**src/rtl/alu_pkg.sv**
```systemverilog
// -----------------------------------------------------------------------------
// alu_pkg
// Shared definitions for the bit-serial ALU issue front end:
//   - opcode encodings understood by the ALU stage
//   - is_legal_op() classifier used when an op is popped from the request FIFO
//   - issue FSM state encoding
//   - default serial pass length and FIFO depth
// -----------------------------------------------------------------------------
package alu_pkg;

  localparam int ALU_WIDTH      = 4;
  localparam int ALU_OP_W       = 3;
  localparam int SERIAL_CYCLES  = 5;
  localparam int ALU_FIFO_DEPTH = 2;

  localparam logic [ALU_OP_W-1:0] OP_RESET = 3'b000;
  localparam logic [ALU_OP_W-1:0] OP_XOR   = 3'b001;
  localparam logic [ALU_OP_W-1:0] OP_SUB   = 3'b010;
  localparam logic [ALU_OP_W-1:0] OP_NAND  = 3'b011;
  localparam logic [ALU_OP_W-1:0] OP_ADD   = 3'b100;

  typedef enum logic [1:0] {
    ST_IDLE    = 2'd0,
    ST_DRIVE   = 2'd1,
    ST_CAPTURE = 2'd2,
    ST_HOLD    = 2'd3
  } state_t;

  // OP_RESET is not an operation the ALU can execute on request; it is the
  // idle opcode this block drives when nothing is in flight.
  function automatic logic is_legal_op(input logic [ALU_OP_W-1:0] op);
    logic legal;
    case (op)
      OP_XOR, OP_SUB, OP_NAND, OP_ADD: legal = 1'b1;
      default:                         legal = 1'b0;
    endcase
    return legal;
  endfunction

endpackage : alu_pkg

```
**src/rtl/alu_req_fifo.sv**
```systemverilog
// -----------------------------------------------------------------------------
// alu_req_fifo
// Small synchronous FIFO holding packed {op, a, b} requests.
//   clk, rst_n   : clock, asynchronous active-low reset (empties the FIFO)
//   push         : write push_data (ignored when full)
//   push_data    : entry to store
//   pop          : consume the head entry (ignored when empty)
//   pop_data     : head entry, valid whenever !empty
//   full, empty  : occupancy flags
// DEPTH must be a power of two so the pointers wrap naturally.
// -----------------------------------------------------------------------------
module alu_req_fifo #(
  parameter int DATA_W = 10,
  parameter int DEPTH  = 2
) (
  input  logic              clk,
  input  logic              rst_n,
  input  logic              push,
  input  logic [DATA_W-1:0] push_data,
  input  logic              pop,
  output logic [DATA_W-1:0] pop_data,
  output logic              full,
  output logic              empty
);

  localparam int AW = (DEPTH > 1) ? $clog2(DEPTH) : 1;

  logic [DATA_W-1:0] mem [DEPTH];
  logic [AW-1:0]     wr_ptr;
  logic [AW-1:0]     rd_ptr;
  logic [AW:0]       count;
  logic              do_push;
  logic              do_pop;

  assign full     = (count == (AW+1)'(DEPTH));
  assign empty    = (count == '0);
  // A full FIFO refuses a push even if the same cycle pops.
  assign do_push  = push & ~full;
  assign do_pop   = pop & ~empty;
  assign pop_data = mem[rd_ptr];

  // NOTE: storage is deliberately not reset; the count gates every read, so
  // stale contents are never observed and the array can map to plain flops/RAM.
  always_ff @(posedge clk) begin
    if (do_push) begin
      mem[wr_ptr] <= push_data;
    end
  end

  // NOTE: sequential state uses non-blocking assignments so every flop samples
  // pre-edge values regardless of statement order.
  always_ff @(posedge clk or negedge rst_n) begin
    if (!rst_n) begin
      wr_ptr <= '0;
      rd_ptr <= '0;
      count  <= '0;
    end else begin
      if (do_push) wr_ptr <= wr_ptr + AW'(1);
      if (do_pop)  rd_ptr <= rd_ptr + AW'(1);
      case ({do_push, do_pop})
        2'b10:   count <= count + (AW+1)'(1);
        2'b01:   count <= count - (AW+1)'(1);
        default: count <= count;
      endcase
    end
  end

endmodule : alu_req_fifo

```
**src/rtl/alu_issue_ctrl.sv**
```systemverilog
// -----------------------------------------------------------------------------
// alu_issue_ctrl
// Request/response front end for the 4-bit bit-serial ALU stage. Requests are
// queued, then each legal op is held at the ALU for exactly SERIAL_CYCLES
// edges so the ALU phase counter completes one full pass; the ALU result and
// flags are then captured into a response register.
//
// Ports:
//   clk, rst_n                      clock, asynchronous active-low reset
//   req_valid/req_ready             request handshake
//   req_a, req_b, req_op            request operands and opcode
//   alu_a, alu_b, alu_op            registered drive to the ALU (op 000 idle)
//   alu_c, alu_carry/sign/zero      ALU result and flags
//   rsp_valid/rsp_ready             response handshake
//   rsp_c, rsp_carry/sign/zero      captured result and flags
//   rsp_op, rsp_err                 opcode of the response, illegal-op flag
//   busy                            FSM not idle or requests queued
// -----------------------------------------------------------------------------
module alu_issue_ctrl #(
  parameter int WIDTH         = 4,
  parameter int OP_W          = 3,
  parameter int SERIAL_CYCLES = alu_pkg::SERIAL_CYCLES,
  parameter int FIFO_DEPTH    = 2
) (
  input  logic             clk,
  input  logic             rst_n,
  input  logic             req_valid,
  output logic             req_ready,
  input  logic [WIDTH-1:0] req_a,
  input  logic [WIDTH-1:0] req_b,
  input  logic [OP_W-1:0]  req_op,
  output logic [WIDTH-1:0] alu_a,
  output logic [WIDTH-1:0] alu_b,
  output logic [OP_W-1:0]  alu_op,
  input  logic [WIDTH-1:0] alu_c,
  input  logic             alu_carry,
  input  logic             alu_sign,
  input  logic             alu_zero,
  output logic             rsp_valid,
  input  logic             rsp_ready,
  output logic [WIDTH-1:0] rsp_c,
  output logic             rsp_carry,
  output logic             rsp_sign,
  output logic             rsp_zero,
  output logic [OP_W-1:0]  rsp_op,
  output logic             rsp_err,
  output logic             busy
);

  import alu_pkg::*;

  localparam int DATA_W = OP_W + 2 * WIDTH;
  localparam int CNT_W  = (SERIAL_CYCLES > 1) ? $clog2(SERIAL_CYCLES) : 1;
  localparam logic [CNT_W-1:0] CNT_LAST = CNT_W'(SERIAL_CYCLES - 1);

  // Request FIFO
  logic              fifo_full;
  logic              fifo_empty;
  logic              fifo_pop;
  logic [DATA_W-1:0] fifo_head;
  logic [OP_W-1:0]   head_op;
  logic [WIDTH-1:0]  head_a;
  logic [WIDTH-1:0]  head_b;

  assign req_ready = ~fifo_full;
  assign {head_op, head_a, head_b} = fifo_head;

  alu_req_fifo #(
    .DATA_W (DATA_W),
    .DEPTH  (FIFO_DEPTH)
  ) u_fifo (
    .clk       (clk),
    .rst_n     (rst_n),
    .push      (req_valid),
    .push_data ({req_op, req_a, req_b}),
    .pop       (fifo_pop),
    .pop_data  (fifo_head),
    .full      (fifo_full),
    .empty     (fifo_empty)
  );

  // FSM and datapath registers
  state_t           state_q, state_d;
  logic [CNT_W-1:0] cnt_q, cnt_d;
  // Opcode of the op in flight; alu_op returns to 000 during CAPTURE, so the
  // response opcode has to come from here.
  logic [OP_W-1:0]  cur_op_q, cur_op_d;

  logic [WIDTH-1:0] alu_a_d, alu_b_d;
  logic [OP_W-1:0]  alu_op_d;
  logic             rsp_valid_d;
  logic [WIDTH-1:0] rsp_c_d;
  logic             rsp_carry_d, rsp_sign_d, rsp_zero_d;
  logic [OP_W-1:0]  rsp_op_d;
  logic             rsp_err_d;

  always_ff @(posedge clk or negedge rst_n) begin
    if (!rst_n) begin
      state_q   <= ST_IDLE;
      cnt_q     <= '0;
      cur_op_q  <= OP_RESET;
      alu_a     <= '0;
      alu_b     <= '0;
      alu_op    <= OP_RESET;
      rsp_valid <= 1'b0;
      rsp_c     <= '0;
      rsp_carry <= 1'b0;
      rsp_sign  <= 1'b0;
      rsp_zero  <= 1'b0;
      rsp_op    <= '0;
      rsp_err   <= 1'b0;
    end else begin
      state_q   <= state_d;
      cnt_q     <= cnt_d;
      cur_op_q  <= cur_op_d;
      alu_a     <= alu_a_d;
      alu_b     <= alu_b_d;
      alu_op    <= alu_op_d;
      rsp_valid <= rsp_valid_d;
      rsp_c     <= rsp_c_d;
      rsp_carry <= rsp_carry_d;
      rsp_sign  <= rsp_sign_d;
      rsp_zero  <= rsp_zero_d;
      rsp_op    <= rsp_op_d;
      rsp_err   <= rsp_err_d;
    end
  end

  always_comb begin
    // NOTE: every output of this block gets a hold-value default first, so no
    // path through the case statement can leave a signal unassigned (latch).
    state_d     = state_q;
    cnt_d       = cnt_q;
    cur_op_d    = cur_op_q;
    alu_a_d     = alu_a;
    alu_b_d     = alu_b;
    alu_op_d    = alu_op;
    rsp_valid_d = rsp_valid;
    rsp_c_d     = rsp_c;
    rsp_carry_d = rsp_carry;
    rsp_sign_d  = rsp_sign;
    rsp_zero_d  = rsp_zero;
    rsp_op_d    = rsp_op;
    rsp_err_d   = rsp_err;
    fifo_pop    = 1'b0;

    unique case (state_q)
      ST_IDLE: begin
        if (!fifo_empty) begin
          fifo_pop = 1'b1;
          cur_op_d = head_op;
          if (is_legal_op(head_op)) begin
            alu_a_d  = head_a;
            alu_b_d  = head_b;
            alu_op_d = head_op;
            cnt_d    = '0;
            state_d  = ST_DRIVE;
          end else begin
            // Illegal ops never reach the ALU; answer with an error response.
            rsp_c_d     = '0;
            rsp_carry_d = 1'b0;
            rsp_sign_d  = 1'b0;
            rsp_zero_d  = 1'b0;
            rsp_op_d    = head_op;
            rsp_err_d   = 1'b1;
            rsp_valid_d = 1'b1;
            state_d     = ST_HOLD;
          end
        end
      end

      ST_DRIVE: begin
        // alu_op was loaded on the IDLE->DRIVE edge and is dropped on the edge
        // leaving DRIVE, so the ALU samples it on exactly SERIAL_CYCLES edges.
        if (cnt_q == CNT_LAST) begin
          alu_op_d = OP_RESET;
          state_d  = ST_CAPTURE;
        end else begin
          cnt_d = cnt_q + CNT_W'(1);
        end
      end

      ST_CAPTURE: begin
        rsp_c_d     = alu_c;
        rsp_carry_d = alu_carry;
        rsp_sign_d  = alu_sign;
        rsp_zero_d  = alu_zero;
        rsp_op_d    = cur_op_q;
        rsp_err_d   = 1'b0;
        rsp_valid_d = 1'b1;
        state_d     = ST_HOLD;
      end

      ST_HOLD: begin
        // No IDLE bypass: the next queued op starts one cycle after handshake.
        if (rsp_ready) begin
          rsp_valid_d = 1'b0;
          state_d     = ST_IDLE;
        end
      end

      default: state_d = ST_IDLE;
    endcase
  end

  assign busy = (state_q != ST_IDLE) | ~fifo_empty;

endmodule : alu_issue_ctrl

```
**config.mk**
```make
export PLATFORM = sky130hd
export DESIGN_NAME = alu_issue_ctrl
export DESIGN_NICKNAME = d
export VERILOG_FILES = /design/src/rtl/alu_pkg.sv /design/src/rtl/alu_req_fifo.sv /design/src/rtl/alu_issue_ctrl.sv
export SDC_FILE = /design/constraint.sdc
export NUM_CORES = 1
export LEC_CHECK = 0
export CAP_MARGIN = 20
export CORE_ASPECT_RATIO = 1.2
export CORE_MARGIN = 4
export CORE_UTILIZATION = 45
export DETAILED_ROUTE_END_ITERATION = 7
export GPL_ROUTABILITY_DRIVEN = 0
export GPL_TIMING_DRIVEN = 0
export PLACE_DENSITY = 0.7
export SLEW_MARGIN = 20
export SYNTH_ARGS = -nofsm -noshare
export SYNTH_HDL_FRONTEND = slang
export SYNTH_HIERARCHICAL = 1
export SYNTH_SLANG_ARGS = --single-unit
```
**constraint.sdc**
```tcl
create_clock -name clk -period 6.4 [get_ports clk]
set_input_delay 1.28 -clock clk [delete_from_list [all_inputs] [get_ports clk]]
set_output_delay 1.28 -clock clk [all_outputs]
set_load 0.03 [all_outputs]
```
==> run summary <==
The flow ran to the end, and the final reports show no timing, DRC or antenna violations. The horizontal die dimension is ~78 um. The pre-CTS setup slack is 3350 ps. The wire length of the first global-routing pass came out at 8720 um. The share of total power dissipated in combinational logic is 0.484. The portion of the post-synthesis area used by sequential elements came out at 0.583.

The post-route cell area is 3450 um^2. In this run the tightest slew margin relative to its limit is 0.355. Of the total power, registers draw 0.315. The final setup violation count came out at 0. The proportion of synthesized flip-flops having asynchronous set or reset is 0.614. Post-CTS repair changed the size of 0 cells. The delay of the slowest cell on the worst path is 620 ps. For this run, global-route usage on met2 was measured as 0.246. The floorplan core area is 5670 um^2.

The layer with the highest usage after global routing is met2. The highest clock frequency the design can meet is 301 MHz. The maximum vdd ir drop is 0.000304 V. Dividing the detail-routed via count by the number of cells gives 5.18.

The capturing element type of the critical path is a primary output. The TritonCTS buffer count came out at 9. The share of the clock period used by the worst path is 0.520. Setup repair after global routing left no endpoint under its margin. The critical path goes through nor2_1 > nand2_1 > clkdlybuf4s50_1. The number of endpoints with negative hold slack in the final report is 0. The total via count in the routed design is 1794.

The sum of negative setup slack is 0 ps. The maximum count of clock buffers along a single path is 2. Counting I/O delays and the setup requirement, the final critical path takes between 3000 and 4000 ps. The max-slew violation count came out at 0.

For this block, the routed nets add up to roughly 5100 um of wire. Global routing finished with a remaining overflow of 0. The number of max-capacitance violations reported is 0. Overall power consumption after layout is estimated at 0.00197 W. The cell count after synthesis came out at 203. The synthesis warning total is 6. The clock transition at the registers of the reported paths came out at around 70 ps. The top-level port count is 47.

The number of DRC violations after detailed-routing iteration 0 is 128. Counting both buffers and inverters, the worst setup path holds a total of 1. The relative area change from synthesis to final layout came out at 31.0%.

TritonCTS built the clock tree. After clock tree synthesis, the flow added hold-fix buffers numbering 0. The met1 track utilization from global routing is 0.199. The routed wirelength normalized by instance count came out at 14.8 um. In this run the tool buffered the top-level ports with 46 buffer cells. Of the total power, the share spent switching nets is 0.379. The count of different cell masters after synthesis came out at 46.

Once detailed placement completed, the half-perimeter wirelength came to 3570 um. The diode insertion count for antenna repair came out at 0. The height of the chip is 91.8 um.

The switching power is 0.000749 W. The tree is rooted in a sky130_fd_sc_hd__clkbuf_8. Counting flops and latches in the post-synthesis netlist gives 57. Summed over all cells, the static leakage comes to between 1 and 1.5 nW.

Entering global routing, the biggest net connects 23 pins. In this run the cell area of the synthesized design comes to about 2600 um^2. The clock tree synthesis step divided the H-tree into 3 levels.

Before antenna repair, the detailed router went through 4 iterations. The TritonCTS sink count is 57. Cell internal power was estimated by the tool at 0.00123 W. The net count of the finished layout is 290. The initial utilization of the core area, before any placement, comes to 0.465.

The post-route worst setup slack is 3070 ps. The die covers 7150 um^2. The average footprint of a synthesized cell came out at 13.0 um^2. Measured on the finished design, the core utilization comes to 0.609. The fraction of final layout cells sized beyond drive strength 1 came out at 0.188. The arrival time of the worst setup path is 2050 ps. Along the worst path, the maximum fanout reaches 6. The leading cell type in the layout, fill and taps excluded is sky130_fd_sc_hd__clkdlybuf4s50_1. The area after detailed placement came out at 3220 um^2. The source-to-sink clock delay at the later pin of the worst-skew pair came out at 330 ps. In the layout the commonest cells are sky130_fd_sc_hd__clkdlybuf4s50_1, sky130_fd_sc_hd__dfrtp_1, sky130_fd_sc_hd__edfxtp_1. In this run the remaining antenna-violating nets after routing total 0. STA classifies the critical path startpoint as a register. Among all flip-flop cells after synthesis, the most frequent one is sky130_fd_sc_hd__dfrtp_1. For the worst setup path, the data required time is 5120 ps. Synthesis produced a netlist with a net count of 232.

For this run, the total global-route usage over all layers was measured as 0.158. The critical path is of the reg -> out type. The setup fix buffers added after clock tree synthesis came out at 0. The via count of the first global-routing pass came out at between 1500 and 2000. In the global route stage, met3 resource usage came out at 0.0393. The number of enable flip-flop cells after synthesis is 22. On the critical path, the stage with the largest delay is an instance of sky130_fd_sc_hd__clkdlybuf4s50_1. Between clock sinks in the finished design, the worst skew comes to 8.57 ps.

After detailed routing, the number of remaining DRC violations is 0. The family with the most delay on the worst path is simple AND/OR/NAND/NOR gates. The slew of the pin with the lowest slew margin came out at 964 ps. The areal power density over the cells came out at roughly 570 nW/um^2.

The portion of total power attributed to the clock network is 0.202. The number of antenna violations at the first check in global routing is 0. In this run the core area contains 30 standard-cell rows. The path class of the tightest hold or removal check is reg -> reg.
## synth_stat cells, types with 2 or more instances
cell                        instances  share of area
sky130_fd_sc_hd__mux2i_1           11          0.042
sky130_fd_sc_hd__nand2_1           12          0.017
sky130_fd_sc_hd__xnor2_1            3          0.010
sky130_fd_sc_hd__nand2b_1           5          0.012
sky130_fd_sc_hd__nand3_1            4         0.0076
sky130_fd_sc_hd__dfrtp_1           35           0.33
sky130_fd_sc_hd__a22o_1             2         0.0066
sky130_fd_sc_hd__a221o_1            9          0.034
sky130_fd_sc_hd__o21ai_0            2         0.0038
sky130_fd_sc_hd__edfxtp_1          22           0.25
sky130_fd_sc_hd__nand4_1            2         0.0047
sky130_fd_sc_hd__buf_2              2         0.0038
sky130_fd_sc_hd__mux2_2            20          0.085
sky130_fd_sc_hd__nor2b_2            2         0.0066
sky130_fd_sc_hd__a21oi_1            3         0.0057
sky130_fd_sc_hd__xor2_1             2         0.0066
sky130_fd_sc_hd__nor2_1            12          0.017
sky130_fd_sc_hd__ha_1               7          0.033
sky130_fd_sc_hd__buf_4              2         0.0057
sky130_fd_sc_hd__nor3_1             3         0.0057
sky130_fd_sc_hd__a31oi_1            4         0.0095
sky130_fd_sc_hd__and2_1             2         0.0047
sky130_fd_sc_hd__o2bb2ai_1          3          0.010
sky130_fd_sc_hd__clkbuf_1           5         0.0071
sky130_fd_sc_hd__inv_1              8          0.011
## metrics by stage
step	std cells	hold slack, ps
after floorplan	203	447
after global routing	346	532
after CTS	346	481
after global placement	329	464
final	346	483
after detailed placement	330	466
## layout make-up
cell class | count | area [um^2]
sequential | 57 | 1540
multi-input combinational | 127 | 1010
timing repair buffer | 47 | 483
buffer | 10 | 55.1
clock buffer | 10 | 128
tap | 80 | 100
inverter | 9 | 33.8
fill | 465 | 2210
clock inverter | 6 | 106
## kinds of logic after synthesis
| kind of cell | synth area share |
|---|---|
| AOI/OAI and AO/OA | 0.104 |
| muxes | 0.127 |
| DFF | 0.583 |
| buffers and inverters | 0.0337 |
| xor gates and xnor gates | 0.0166 |
| adders and majority gates | 0.0332 |
| and+or+nand+nor | 0.102 |
## registers in the layout, indices dropped and copies added (netlist names)
signal and count:
u_fifo/mem 22, alu_a 4, alu_b 4, rsp_c 4, alu_op 3, cnt_q 3, cur_op_q 3, rsp_op 3
state_q 2, u_fifo/count 2, rsp_carry 1, rsp_err 1, rsp_sign 1, rsp_valid 1, rsp_zero 1, u_fifo/rd_ptr 1
u_fifo/wr_ptr 1
## power groups by stage
stage | clock, W | combinational [W] | sequential [W]
after floorplan | 0 | 0.000534 | 0.000753
after global placement | 0 | 0.000945 | 0.000620
after detailed placement | 0 | 0.000961 | 0.000628
after CTS | 0.000405 | 0.000967 | 0.000623
after global routing | 0.000425 | 0.00104 | 0.000641
final | 0.000398 | 0.000955 | 0.000621
## worst paths after layout
kind | start | endpoint | slack (ps) | cells after the start
worst max-delay path | u_fifo/count[0] | busy | 3070 | 3
worst min-delay path | cur_op_q[2] | cur_op_q[2] | 480 | 2
worst max register to register | u_fifo/count[0] | u_fifo/count[1] | 3920 | 8
worst min register to register | cur_op_q[2] | cur_op_q[2] | 480 | 2
max in group asynchronous | rst_n | rsp_c[1] | 5080 | 2
min in group asynchronous | rst_n | cnt_q[0] | 870 | 1
## metal layers
| metal | wire length [um] | vias to the layer above |
|---|---|---|
| li1 | - | 868 |
| met1 | 2210 | 868 |
| met2 | 2540 | 48 |
| met3 | 266 | 10 |
| met4 | 104 | 0 |
| met5 | 0 | - |
## worst reg2reg max path, cell delays in order, from the launching register on
cell	delay [ps]
sky130_fd_sc_hd__dfrtp_1	430
sky130_fd_sc_hd__nor2_1	510
sky130_fd_sc_hd__nand2b_1	190
sky130_fd_sc_hd__clkbuf_1	290
sky130_fd_sc_hd__inv_2	130
sky130_fd_sc_hd__nor2b_2	190
sky130_fd_sc_hd__ha_1	360
sky130_fd_sc_hd__nor2_1	140
sky130_fd_sc_hd__xor2_1	160
No activity file was read; power rests on OpenSTA's default activity.
